--- config.mk ---
export PLATFORM = sky130hd
export DESIGN_NAME = pipe_stall_ctrl
export DESIGN_NICKNAME = d
export VERILOG_FILES = /design/src/rtl/pipe_ctrl_pkg.sv /design/src/rtl/pipe_fwd_unit.sv /design/src/rtl/pipe_stall_ctrl.sv
export SDC_FILE = /design/constraint.sdc
export NUM_CORES = 1
export LEC_CHECK = 0
export ABC_CLOCK_PERIOD_IN_PS = 1650
export BUFFER_PORTS_ARGS = -buffer_cell sky130_fd_sc_hd__clkbuf_2
export CELL_PAD_IN_SITES_DETAIL_PLACEMENT = 1
export CELL_PAD_IN_SITES_GLOBAL_PLACEMENT = 2
export CORE_MARGIN = 1
export CORE_UTILIZATION = 23
export DETAILED_ROUTE_END_ITERATION = 16
export PLACE_DENSITY = 0.72
export SLEW_MARGIN = 20
export SYNTH_ARGS = -nofsm -noshare
export SYNTH_HDL_FRONTEND = slang
export SYNTH_SLANG_ARGS = --single-unit
export TNS_END_PERCENT = 10
--- constraint.sdc ---
create_clock -name clock -period 1.65 [get_ports clock]
set_clock_uncertainty 0.05 [all_clocks]
set_input_delay 0.0825 -clock clock [delete_from_list [all_inputs] [get_ports clock]]
set_output_delay 0.0825 -clock clock [all_outputs]
set_load 0.01 [all_outputs]
--- src/rtl/pipe_ctrl_pkg.sv ---
// Shared definitions for the pipeline hazard / stall controller.
//   fwd_sel_e   : operand source select driven onto fwda / fwdb
//   mdu_state_e : state of the multiply/divide unit tracker
//   REG_W/CNT_W : register-number and MDU counter widths
//   reg_hit()   : "this stage writes a real register that matches src"
package pipe_ctrl_pkg;

    localparam int REG_W = 5;
    localparam int CNT_W = 8;

    typedef enum logic [1:0] {
        FWD_RF       = 2'b00,  // register file value
        FWD_EX_ALU   = 2'b01,  // ALU result sitting in EX
        FWD_MEM_ALU  = 2'b10,  // ALU result sitting in MEM
        FWD_MEM_LOAD = 2'b11   // load data returned in MEM
    } fwd_sel_e;

    typedef enum logic {
        ST_IDLE = 1'b0,
        ST_BUSY = 1'b1
    } mdu_state_e;

    // Register 0 is hard-wired to zero, so a write to it never produces a hazard.
    function automatic logic reg_hit(input logic             wen,
                                     input logic [REG_W-1:0] dst,
                                     input logic [REG_W-1:0] src);
        return wen && (dst != '0) && (dst == src);
    endfunction

endpackage

--- src/rtl/pipe_fwd_unit.sv ---
// Combinational operand forwarding select for one source operand.
// Ports:
//   src_i                    : ID-stage source register number
//   ewreg_i/em2reg_i/ern_i   : EX-stage write enable, load flag, destination
//   mwreg_i/mm2reg_i/mrn_i   : MEM-stage write enable, load flag, destination
//   fwd_o                    : selected source (pipe_ctrl_pkg::fwd_sel_e encoding)
module pipe_fwd_unit
    import pipe_ctrl_pkg::*;
(
    input  logic [REG_W-1:0] src_i,
    input  logic             ewreg_i,
    input  logic             em2reg_i,
    input  logic [REG_W-1:0] ern_i,
    input  logic             mwreg_i,
    input  logic             mm2reg_i,
    input  logic [REG_W-1:0] mrn_i,
    output logic [1:0]       fwd_o
);

    fwd_sel_e sel;

    // The youngest producer (EX) wins. A load still in EX has no data yet, so it
    // cannot be forwarded; that case is covered by the load-use stall instead.
    always_comb begin
        sel = FWD_RF;
        if (reg_hit(ewreg_i, ern_i, src_i) && !em2reg_i) begin
            sel = FWD_EX_ALU;
        end else if (reg_hit(mwreg_i, mrn_i, src_i)) begin
            sel = mm2reg_i ? FWD_MEM_LOAD : FWD_MEM_ALU;
        end
    end

    assign fwd_o = sel;

endmodule

--- src/rtl/pipe_stall_ctrl.sv ---
// Pipeline hazard controller: operand forwarding, load-use stall and
// multiply/divide unit (MDU) occupancy tracking.
// Ports:
//   clock, resetn            : rising-edge clock, asynchronous active-low reset
//   rs, rt, use_rs, use_rt   : ID source registers and whether they are read
//   ewreg, em2reg, ern       : EX-stage write enable, load flag, destination
//   mwreg, mm2reg, mrn       : MEM-stage write enable, load flag, destination
//   mdu_start, mdu_use       : ID instruction starts a mul/div / reads hi/lo
//   wpcir                    : PC and IF/ID write enable (0 = stall)
//   bubble                   : squash ID/EX control fields this cycle
//   fwda, fwdb               : forwarding selects for rs / rt
//   mdu_busy, mdu_done       : MDU occupied / single-cycle completion pulse
// MDU_LAT is the MDU latency in cycles, legal range 2..255.
module pipe_stall_ctrl
    import pipe_ctrl_pkg::*;
#(
    parameter int MDU_LAT = 32
) (
    input  logic             clock,
    input  logic             resetn,
    input  logic [REG_W-1:0] rs,
    input  logic [REG_W-1:0] rt,
    input  logic             use_rs,
    input  logic             use_rt,
    input  logic             ewreg,
    input  logic             em2reg,
    input  logic [REG_W-1:0] ern,
    input  logic             mwreg,
    input  logic             mm2reg,
    input  logic [REG_W-1:0] mrn,
    input  logic             mdu_start,
    input  logic             mdu_use,
    output logic             wpcir,
    output logic             bubble,
    output logic [1:0]       fwda,
    output logic [1:0]       fwdb,
    output logic             mdu_busy,
    output logic             mdu_done
);

    localparam logic [CNT_W-1:0] CNT_LOAD = CNT_W'(MDU_LAT - 1);
    localparam logic [CNT_W-1:0] CNT_ONE  = CNT_W'(1);

    mdu_state_e       state_q;
    logic [CNT_W-1:0] cnt_q;

    logic load_use;
    logic mdu_stall;
    logic stall;
    logic accept;

    // ------------------------------------------------------------------
    // Forwarding: one identical unit per operand, independent of reset.
    // ------------------------------------------------------------------
    pipe_fwd_unit u_fwd_a (
        .src_i    (rs),
        .ewreg_i  (ewreg),
        .em2reg_i (em2reg),
        .ern_i    (ern),
        .mwreg_i  (mwreg),
        .mm2reg_i (mm2reg),
        .mrn_i    (mrn),
        .fwd_o    (fwda)
    );

    pipe_fwd_unit u_fwd_b (
        .src_i    (rt),
        .ewreg_i  (ewreg),
        .em2reg_i (em2reg),
        .ern_i    (ern),
        .mwreg_i  (mwreg),
        .mm2reg_i (mm2reg),
        .mrn_i    (mrn),
        .fwd_o    (fwdb)
    );

    // ------------------------------------------------------------------
    // Stall sources. Unlike forwarding, stalls honour use_rs / use_rt so an
    // instruction that does not read a register is never held for it.
    // ------------------------------------------------------------------
    assign load_use = ewreg && em2reg && (ern != '0) &&
                      ((use_rs && (ern == rs)) || (use_rt && (ern == rt)));

    // Any MDU-dependent instruction waits while the unit is occupied,
    // including the final (done) cycle; it is accepted next cycle in IDLE.
    assign mdu_stall = (state_q == ST_BUSY) && (mdu_start || mdu_use);

    // Gating with resetn keeps the pipeline free-running while reset is held,
    // even if the load-use inputs happen to match.
    assign stall = resetn && (load_use || mdu_stall);

    // A start that coincides with a load-use stall is not taken; the held
    // IF/ID register re-presents it once the stall clears.
    assign accept = (state_q == ST_IDLE) && mdu_start && !load_use;

    assign wpcir    = !stall;
    assign bubble   = stall;
    assign mdu_busy = (state_q == ST_BUSY);
    assign mdu_done = (state_q == ST_BUSY) && (cnt_q == '0);

    // ------------------------------------------------------------------
    // MDU occupancy FSM: cnt counts down the remaining busy cycles.
    // ------------------------------------------------------------------
    // NOTE: state uses non-blocking assignments and an async reset so every
    // flop samples the pre-edge value; reset mid-BUSY simply drops the op.
    always_ff @(posedge clock or negedge resetn) begin
        if (!resetn) begin
            state_q <= ST_IDLE;
            cnt_q   <= '0;
        end else begin
            case (state_q)
                ST_IDLE: begin
                    if (accept) begin
                        state_q <= ST_BUSY;
                        cnt_q   <= CNT_LOAD;
                    end
                end
                ST_BUSY: begin
                    if (cnt_q == '0) begin
                        state_q <= ST_IDLE;
                    end else begin
                        cnt_q <= cnt_q - CNT_ONE;
                    end
                end
                default: begin
                    state_q <= ST_IDLE;
                    cnt_q   <= '0;
                end
            endcase
        end
    end

endmodule

After elaboration in Yosys (flattened, before gate mapping):

Cells that the tools add are included.

* register bits: 9
* word-level logic and storage cells: 49
* output and inout port bits: 8
* bits of input ports: 30

* add/sub/neg operators: 1
* reduce and logical (&&, ||, !) cells: 28
* eq/ne operators: 6
* bitwise logic cells: 1
* multiplexer cells: 11

Operator list (number)
* == test 5 bit: 4
* logical AND 1 bit: 18
* 2-to-1 mux 8 bit: 2
* case mux 8 bit (2 select lines): 1
* nonzero test 5 bit: 2
* logical NOT 8 bit: 1
* 2-to-1 mux 2 bit: 4
* subtractor 8 x 1 -> 8 bit, second input constant: 1
* inequality test 2 bit, second input constant: 2
* logical NOT 1 bit: 3
* logical OR 1 bit: 3
* 2-to-1 mux 1 bit: 3
* case mux 1 bit (2 select lines): 1
* AND reduction 2 bit: 1
* NOT 1 bit: 1

Logic depth before layout (Yosys ltp):

Gate-level depths: netlist of the first run.

* depth in word-level cells: 8
* mapped depth: 7
* mapped depth without buffers: 7

Modules after synthesis:

From an unflattened synthesis of the first run, not the netlist that was laid out.

* cell total of the unflattened synthesis: 134
* area, all modules: 1131.1 sq um

Modules (own cells, without submodules)
* pipe_stall_ctrl: cells each 90, sequential area each 225.2 sq um, area an instance 800.8 sq um, times used 1
* pipe_fwd_unit: cells each 22, sequential area each 0.0 sq um, area an instance 165.2 sq um, times used 2

Least setup slack after synthesis of the first run:

Ideal clock, no wire load.

* path kind: register to register
* start: register cnt_q[0]
* end: register cnt_q[1]
* setup time: 0.140 ns
* arrival time: 1.619 ns
* data required time: 1.460 ns
* cell stages (with the launch flop): 7
* clock period less this slack: 1.808 ns
* path slack: -0.158 ns
* path buffers: 0
* cells stage by stage: dfrtp_1 > inv_1 > ha_1 > nor4b_1 > nand2_1 > nor2_1 > a222oi_1

* cells in the longest elaborated chain, start to end: 3
* elaborated cells between the ends (all ways): 6
* classes of those cells: add/sub: 1; eq/ne: 1; mux: 2; reduce/logical: 2

RTL lines
* start: declaration: line pipe_stall_ctrl.sv:45 `logic [CNT_W-1:0] cnt_q;`
* start signal: assignment: line pipe_stall_ctrl.sv:122 `cnt_q <= cnt_q - CNT_ONE;`
* subtractor 8 x 1 -> 8 bit / logical NOT 8 bit (equally long branches): line pipe_stall_ctrl.sv:122, pipe_stall_ctrl.sv:119
* 2-to-1 mux 8 bit / inequality test 2 bit (equally long branches)
* case mux 8 bit (2 select lines) / AND reduction 2 bit (equally long branches)

Several ways; a longest one is shown, not always the timed one. The select of a mux whose other input is x is not followed.
A chain may end at the register's enable or synchronous reset.

Final worst setup path of the first run:

* start: register cnt_q[1]
* end: output mdu_done

* cells in the longest elaborated chain, start to end: 2

RTL lines
* logical NOT 8 bit: line pipe_stall_ctrl.sv:99 `assign mdu_done = (state_q == ST_BUSY) && (cnt_q == '0);`
* logical AND 1 bit: line pipe_stall_ctrl.sv:99
* end: declaration: line pipe_stall_ctrl.sv:38 `output logic mdu_done`

Every way passes these cells.

==> impl_summary.txt, run 1 <==
----------------------------------------------------
[Route]
  Drt total wl ... 2.62 mm
  Post-route ant nets ... 0
  Vias per Instance ... around 4.6
  Routed via count ... around 920
  Routed wire length per instance ... between 10 and 15 um
  Initial DRC count ... 24
  Drc violations ... 0
  Drt pass-1 iters ... 4

[Outcome]
  Run status ... finished clean

[Synth]
  Syn. warnings ... 0
  Number of nets in the synthesized netlist ... between 100 and 150
  Sequential fraction of the synthesis area ... 0.262
  Flip-flop and latch count after synthesis ... 9
  Average size of a mapped cell ... between 8 and 9 um^2
  Synthesized instance count ... between 100 and 150
  Syn Std Cell Area ... approximately 860 um^2
  Number of distinct library cell variants in the gate-level netlist after synthesis ... 35

[Pwr]
  Portion of total power attributed to the clock network ... 0.178
  Int Pwr ... roughly 0.89 mW
  Combinational Power Share ... 0.529
  Power density cells ... ~1200 nW/um^2
  Leak ... between 0.6 and 0.7 nW
  Share of total power in sequential cells ... 0.293
  IR Drop Worst-Case VDD ... roughly 0.63 mV
  Switching share of total power ... 0.404
  Psw ... ~0.60 mW

[Floorplan]
  Die width ... between 60 and 70 um
  Initial core utilization ... 0.248
  # rows ... 21
  Standard cell core area ... between 3000 and 4000 um^2
  Die outline area ... around 4000 um^2
  Ports ... 38
  Die Y-Extent ... between 60 and 70 um

[Placed design]
  Setup slack at placement ... -37.3 ps
  Placed Instance Area ... about 1200 um^2
  Number of placed cells counting well taps ... about 190
  Total of buffers placed on input and output ports ... 37
  Gpl congestion ... 0.786
  Total half-perimeter wirelength after legalization and detailed placement ... between 2 and 2.5 mm

[Timing]
  Fraction of the cycle the final worst path needs ... 0.987
  Maximum clock rate ... 614 MHz
  RSZ-0062 raised after global routing ... true
  Tmin final ... approximately 1600 ps
  Tightest Pin Transition ... roughly 400 ps
  Final setup fails ... 0
  Worst Hold Margin ... ~140 ps
  Number of hold-slack violations in the final timing report ... 0
  Final Max Tran Viols ... 0
  Total Negative Setup Slacks ... 0 ps
  Worst setup slack after layout ... between 20 and 25 ps
  Slew headroom ... 0.730

[Clocking]
  Count of clock tree sinks ... 9
  Maximum level of the CTS H-tree ... 1
  Max Buffers Root-to-Sink ... 2
  Number of CTS-inserted buffers ... 3
  Worst-skew pair later-pin latency ... 240 ps
  TritonCTS clock tree ... done
  Clock Root Buffer ... clkbuf_8
  Clock-pin slew on the worst setup and hold paths ... 50 ps

[Cells and area]
  Final cell area excluding filler cells ... 1260 um^2
  Layout area overhead ... 46.9%
  ANT cells ... 0
  Count of nets after finishing ... approximately 190
  Finished Layout Cells ... 200
  Fraction of layout cells with a size suffix above 1 ... 0.429

[Min path]
  Path category of the worst min-delay check ... in -> reg

[Critical path]
  Critical setup path kind ... reg -> out
  Buf+Inv Stages, Crit Path ... 2
  Standard cell with the maximum stage delay on the critical path ... dfrtp_1
  Data required time at the worst endpoint ... 1520 ps
  Maximum fanout along the worst path ... 3
  Signal arrival time at the worst endpoint ... 1500 ps
  Delay-heaviest family, CP ... simple AND/OR/NAND/NOR gates
  Maximum cell stage delay along the critical path ... between 300 and 400 ps
  Kind of start point of the critical path ... register
  CP Cell Sequence ... inv_2 > ha_4 > nor4b_4 > nand2_2 > nor2_2 > clkbuf_2
  Category of the worst setup path capture point ... output port

[Global route]
  Antenna violations before repair ... 0
  Maximum number of pins on one net before global-route repair ... 12
  Overflow after GRT ... 0
  Via count of the first global-routing pass ... 957
  Total global routing track utilization ... 0.141
  Global-route wire length before repair ... 4.42 mm

[Flow run]
  Max-cap violation count ... 0

----------------------------------------------------
[flip-flops by register name, summed over array words and instances (netlist names)]
signal and cells:
cnt_q 8, mdu_busy 1
[synth_stat cells (all sizes together)]
cell type | count | area share
nand3b | 1 | 0.0087
nand2b | 1 | 0.0073
or2 | 1 | 0.0073
nor2b | 2 | 0.015
nand2 | 13 | 0.060
a21o | 2 | 0.017
dfrtp | 9 | 0.26
a31oi | 1 | 0.0073
mux2i | 2 | 0.023
xor2 | 14 | 0.14
a31o | 2 | 0.020
nor4 | 3 | 0.022
ha | 2 | 0.029
o211a | 1 | 0.012
o21ai | 5 | 0.042
and2 | 1 | 0.0073
or4 | 2 | 0.022
a222oi | 1 | 0.012
a21oi | 1 | 0.0058
nor3 | 6 | 0.041
inv | 4 | 0.017
xnor2 | 7 | 0.071
nand3 | 8 | 0.052
o211ai | 1 | 0.0087
o311ai | 1 | 0.010
nor2 | 10 | 0.044
a211o | 1 | 0.020
nor4b | 1 | 0.010
clkbuf | 1 | 0.0044
[worst paths after layout]
check                      slack (ps)  cells past startpoint        to       from
min                               140                      3  cnt_q[0]  mdu_start
max in group asynchronous        1130                      2  cnt_q[2]     resetn
max                                20                      6  mdu_done   cnt_q[1]
min in group asynchronous         200                      2  cnt_q[3]     resetn
min reg2reg                       500                      1  cnt_q[4]   cnt_q[4]
max reg2reg                        20                      8  cnt_q[6]   cnt_q[1]
[cells in the final DEF (no fill, tap or decap), types with 2 or more instances in the layout]
cell,netlist,routed
clkbuf_2,0,37
xor2_1,14,14
nand2_1,12,11
dfrtp_1,9,9
buf_4,0,9
nor2_1,10,8
xnor2_1,7,7
nand3_1,7,7
o21ai_0,4,4
nor3_1,5,4
nor4_1,3,3
clkbuf_8,0,3
inv_2,0,2
nor3_2,1,2
a21o_1,2,2
inv_1,4,2
nand2_2,1,2
nor2_2,0,2
nor2b_1,2,2
mux2i_1,2,2
[through the flow]
| step | power [mW] | utilization |
|---|---|---|
| global route | 1.61 | 0.365 |
| global placement | 1.07 | 0.332 |
| floorplan | 0.822 | - |
| CTS | 1.43 | 0.357 |
| finish | 1.49 | 0.365 |
| detailed placement | 1.10 | 0.332 |
[power by group through the flow]
stage	sequential, mW	clock [mW]	combinational, mW
2_1_floorplan	0.407	0	0.416
3_5_place_dp	0.418	0	0.680
3_3_place_gp	0.416	0	0.659
6_report	0.436	0.264	0.787
5_1_grt	0.453	0.277	0.883
4_1_cts	0.430	0.266	0.736
[cell families (layout without fill, tap and decap cells)]
group | after synthesis | after routing | synth area share
adder cells (fa/ha/maj) | 2 | 2 | 0.0291
AND/OR/NAND/NOR | 49 | 49 | 0.295
buffers and inverters | 5 | 55 | 0.0218
XOR/XNOR | 21 | 21 | 0.214
AO/OA/AOI/OAI | 16 | 16 | 0.156
multiplexers | 2 | 2 | 0.0233
flip-flops | 9 | 9 | 0.262
[cell type report]
cell class	count	area (um^2)
Fill cell	437	2200
Tap cell	46	57.6
Multi-Input combinational cell	90	659
Inverter	4	15.0
Clock buffer	4	45.0
Timing Repair Buffer	47	263
Sequential cell	9	225
[tightest hold or removal path, cell delays in order]
cell,delay (ps)
clkbuf_2,110
nand2_2,100
a31oi_1,90
[routing by layer]
layer / GRT usage / vias up / share of wire
met5: 0 / - / 0
met2: 0.242 / 22 / 0.46
li1: - / 465 / -
met1: 0.177 / 431 / 0.48
met4: 0.0256 / 0 / 0.0061
met3: 0.0380 / 5 / 0.047
[repair_timing]
action	CTS	global route
gates cloned	0	0
hold buffers	1	0
endpoints found under the hold margin	9	0
endpoints found under the setup margin	5	6
pin swaps	0	4
setup buffers	2	1
gates resized for setup	6	5
Note: power is estimated with default switching activity, not from simulation.
==> inputs of run 2 (changes only) <==
--- a/config.mk
+++ b/config.mk
@@ -9,7 +9,7 @@
 export BUFFER_PORTS_ARGS = -buffer_cell sky130_fd_sc_hd__clkbuf_2
 export CELL_PAD_IN_SITES_DETAIL_PLACEMENT = 1
 export CELL_PAD_IN_SITES_GLOBAL_PLACEMENT = 2
-export CORE_MARGIN = 1
+export CORE_MARGIN = 2
 export CORE_UTILIZATION = 23
 export DETAILED_ROUTE_END_ITERATION = 16
 export PLACE_DENSITY = 0.72
==> run 2 against run 1 <==
  * Critical path depth rose by 2
  * Sequential share of layout area down 0.74 points
  * Cell count grew 2.5%
  * Register-to-register slack about the same
  * Global-route usage is 1.1 points lower
  * Largest power group unchanged
  * Flip-flop and latch count unchanged
  * Non-clock buffer count increased by 3
  * Critical endpoint is now cnt_q[6]
  * Count of clock-buffer cells in the layout unchanged
  * Design area rose by 4.4%
==> impl_summary.txt, run 2 (synthesis results as in run 1) <==
----------------------------------------------------
[Outcome]
  Run status ... finished clean (unchanged)

[Cells and area]
  Fin util ... 0.363 (was 0.365)
  Most flop-heavy register ... cnt_q (unchanged)
  Leading cell types in the layout, fill and taps excluded ... clkbuf_2 (37), xor2_1 (14), nand2_1 (11), buf_4 (11) (was clkbuf_2 (37), xor2_1 (14), nand2_1 (11), dfrtp_1 (9), buf_4 (9))
  Finished Layout Cells ... 205 (was 200)
  Layout area overhead ... 53.3% (was 46.9%)
  Flip-flop count of the largest register after layout ... 8 (unchanged)
  Count of nets after finishing ... 190 (was 187)
  FF+latch area ... 225 um^2 (unchanged)
  Fraction of layout cells with a size suffix above 1 ... 0.452 (was 0.429)
  Area taken by multi-input logic gates ... 686 um^2 (was 659 um^2)
  Final cell area excluding filler cells ... 1320 um^2 (was 1260 um^2)
  Filler cells ... 472 (was 437)
  ANT cells ... 0 (unchanged)
  Most common cell after layout, fill and taps aside ... clkbuf_2 (unchanged)

[Critical path]
  Critical setup path kind ... reg -> reg (was reg -> out)
  Most common cell type on the critical path ... nor2_1
  Standard cell with the maximum stage delay on the critical path ... dfrtp_1 (unchanged)
  Buf+Inv Stages, Crit Path ... 2 (unchanged)
  Signal arrival time at the worst endpoint ... 1690 ps (was 1500 ps)
  Maximum cell stage delay along the critical path ... 380 ps (about the same)
  Category of the worst setup path capture point ... register (was output port)
  Delay-heaviest family, CP ... flip-flops (was simple AND/OR/NAND/NOR gates)
  Kind of start point of the critical path ... register (unchanged)
  Data required time at the worst endpoint ... 1720 ps (was 1520 ps)
  Reg2reg setup slack ... 30 ps (was 20 ps)
  CP Cell Sequence ... inv_2 > ha_4 > nor4b_4 > buf_4 > nor2_1 > mux2i_1 > nor2_1 > a31o_2 (was inv_2 > ha_4 > nor4b_4 > nand2_2 > nor2_2 > clkbuf_2)
  Maximum fanout along the worst path ... 3 (unchanged)

[Clocking]
  Count of clock tree sinks ... 9 (unchanged)
  Maximum level of the CTS H-tree ... 1 (unchanged)
  Clock Root Buffer ... clkbuf_8 (unchanged)
  Max Buffers Root-to-Sink ... 2 (unchanged)
  Worst-skew pair later-pin latency ... 230 ps (was 240 ps)
  TritonCTS clock tree ... done (unchanged)
  Number of CTS-inserted buffers ... 3 (unchanged)
  Clock-pin slew on the worst setup and hold paths ... 50 ps (about the same)

[Timing]
  Number of hold-slack violations in the final timing report ... 0 (unchanged)
  Tightest Pin Transition ... 384 ps (was 401 ps)
  Maximum clock rate ... 617 MHz (was 614 MHz)
  Fraction of the cycle the final worst path needs ... 0.982 (was 0.987)
  Final setup fails ... 0 (unchanged)
  Tmin final ... 1620 ps (was 1630 ps)
  RSZ-0062 raised after global routing ... true (unchanged)
  Final Max Tran Viols ... 0 (unchanged)
  Slew headroom ... 0.741 (was 0.730)
  Total Negative Setup Slacks ... 0 ps (unchanged)

[Pwr]
  Power density cells ... 1200 nW/um^2 (was 1180 nW/um^2)
  IR Drop Worst-Case VDD ... 0.626 mV (was 0.630 mV)
  Share of total power in sequential cells ... 0.276 (was 0.293)
  Design Power ... 1.58 mW (was 1.49 mW)
  Switching share of total power ... 0.403 (was 0.404)
  Psw ... 0.638 mW (was 0.601 mW)
  Combinational Power Share ... 0.564 (was 0.529)
  Leak ... 0.639 nW (was 0.612 nW)
  Portion of total power attributed to the clock network ... 0.160 (was 0.178)
  Int Pwr ... 0.946 mW (was 0.886 mW)

[Floorplan]
  Die Y-Extent ... 65.2 um (was 63.2 um)
  # rows ... 22 (was 21)
  Ports ... 38 (unchanged)
  Die width ... 65.2 um (was 63.2 um)
  Initial core utilization ... 0.237 (was 0.248)
  Standard cell core area ... 3630 um^2 (was 3470 um^2)
  Die outline area ... 4250 um^2 (was 3990 um^2)

[Route]
  Post-route ant nets ... 0 (unchanged)
  Initial DRC count ... 12 (was 24)
  Vias per Instance ... 4.62 (about the same)
  Routed via count ... 948 (was 923)
  Drt pass-1 iters ... 4 (unchanged)
  Routed wire length per instance ... 13.6 um (was 13.1 um)
  Drt total wl ... 2.78 mm (was 2.62 mm)
  Drc violations ... 0 (unchanged)

[Placed design]
  Placed Instance Area ... 1180 um^2 (was 1150 um^2)
  Number of placed cells counting well taps ... 198 (was 192)
  Gpl congestion ... 0.773 (was 0.786)
  Total half-perimeter wirelength after legalization and detailed placement ... 2.26 mm (was 2.13 mm)
  Total of buffers placed on input and output ports ... 37 (unchanged)

[Global route]
  Total global routing track utilization ... 0.130 (was 0.141)
  Global-route wire length before repair ... 4.41 mm (was 4.42 mm)
  Antenna violations before repair ... 0 (unchanged)
  Overflow after GRT ... 0 (unchanged)
  Via count of the first global-routing pass ... 981 (was 957)
  Maximum number of pins on one net before global-route repair ... 12 (unchanged)

[Flow run]
  Max-cap violation count ... 0 (unchanged)

[Min path]
  Path category of the worst min-delay check ... in -> reg (unchanged)

----------------------------------------------------
run 2: cell count changes in the layout (fill, tap and decap cells not counted), sizes merged:
| cell | delta |
|---|---|
| buf | +3 |
run 2: area by class of cell:
cell class                      instances  share of cell area
Tap cell                               48              0.0455
Inverter                                4              0.0114
Timing Repair Buffer                   50               0.219
Clock buffer                            4              0.0341
Sequential cell                         9               0.171
Multi-Input combinational cell         90               0.519
run 2: worst paths after layout:
check / from / endpoint / depth (start not counted)
worst max register to register: cnt_q[0] / cnt_q[6] / 8
max in group asynchronous: resetn / cnt_q[3] / 2
worst min-delay path: mdu_start / cnt_q[0] / 3
worst max-delay path: cnt_q[0] / cnt_q[6] / 8
worst min register to register: cnt_q[4] / cnt_q[4] / 1
min in group asynchronous: resetn / cnt_q[6] / 2
run 2: metrics by stage:
stage	setup slack, ps	hold slack [ps]
2_1_floorplan	12.5	-263
3_3_place_gp	47.3	-77.3
3_5_place_dp	22.3	-76.7
4_1_cts	8.63	147
5_1_grt	-28.0	187
6_report	29.9	151
run 2: power groups by stage:
stage | Combinational, mW | Sequential [mW] | Clock [mW]
6_report | 0.894 | 0.437 | 0.254
5_1_grt | 0.991 | 0.450 | 0.275
4_1_cts | 0.773 | 0.427 | 0.267
3_5_place_dp | 0.750 | 0.420 | 0
3_3_place_gp | 0.731 | 0.415 | 0
2_1_floorplan | 0.416 | 0.407 | 0
run 2: layer usage:
layer	wire length (um)	GRT usage	part of all wire
met1	1170	0.162	0.42
met2	1500	0.240	0.54
met3	109	0.0223	0.039
met4	0	0.0156	0
met5	0	0	0
run 2: worst min-delay path, delay by kind of cell:
kind	cells	cell delay, ps
simple gates	1	100
compound gates	1	90
buf+inv	1	110
run 2: timing repair:
item | 4_1_cts | 5_1_grt
setup buffers | 1 | 1
endpoints found under the setup margin | 1 | 6
pin swaps | 1 | 3
gates resized for setup | 2 | 14
hold buffers | 1 | 0
hold endpoints to repair | 9 | 0
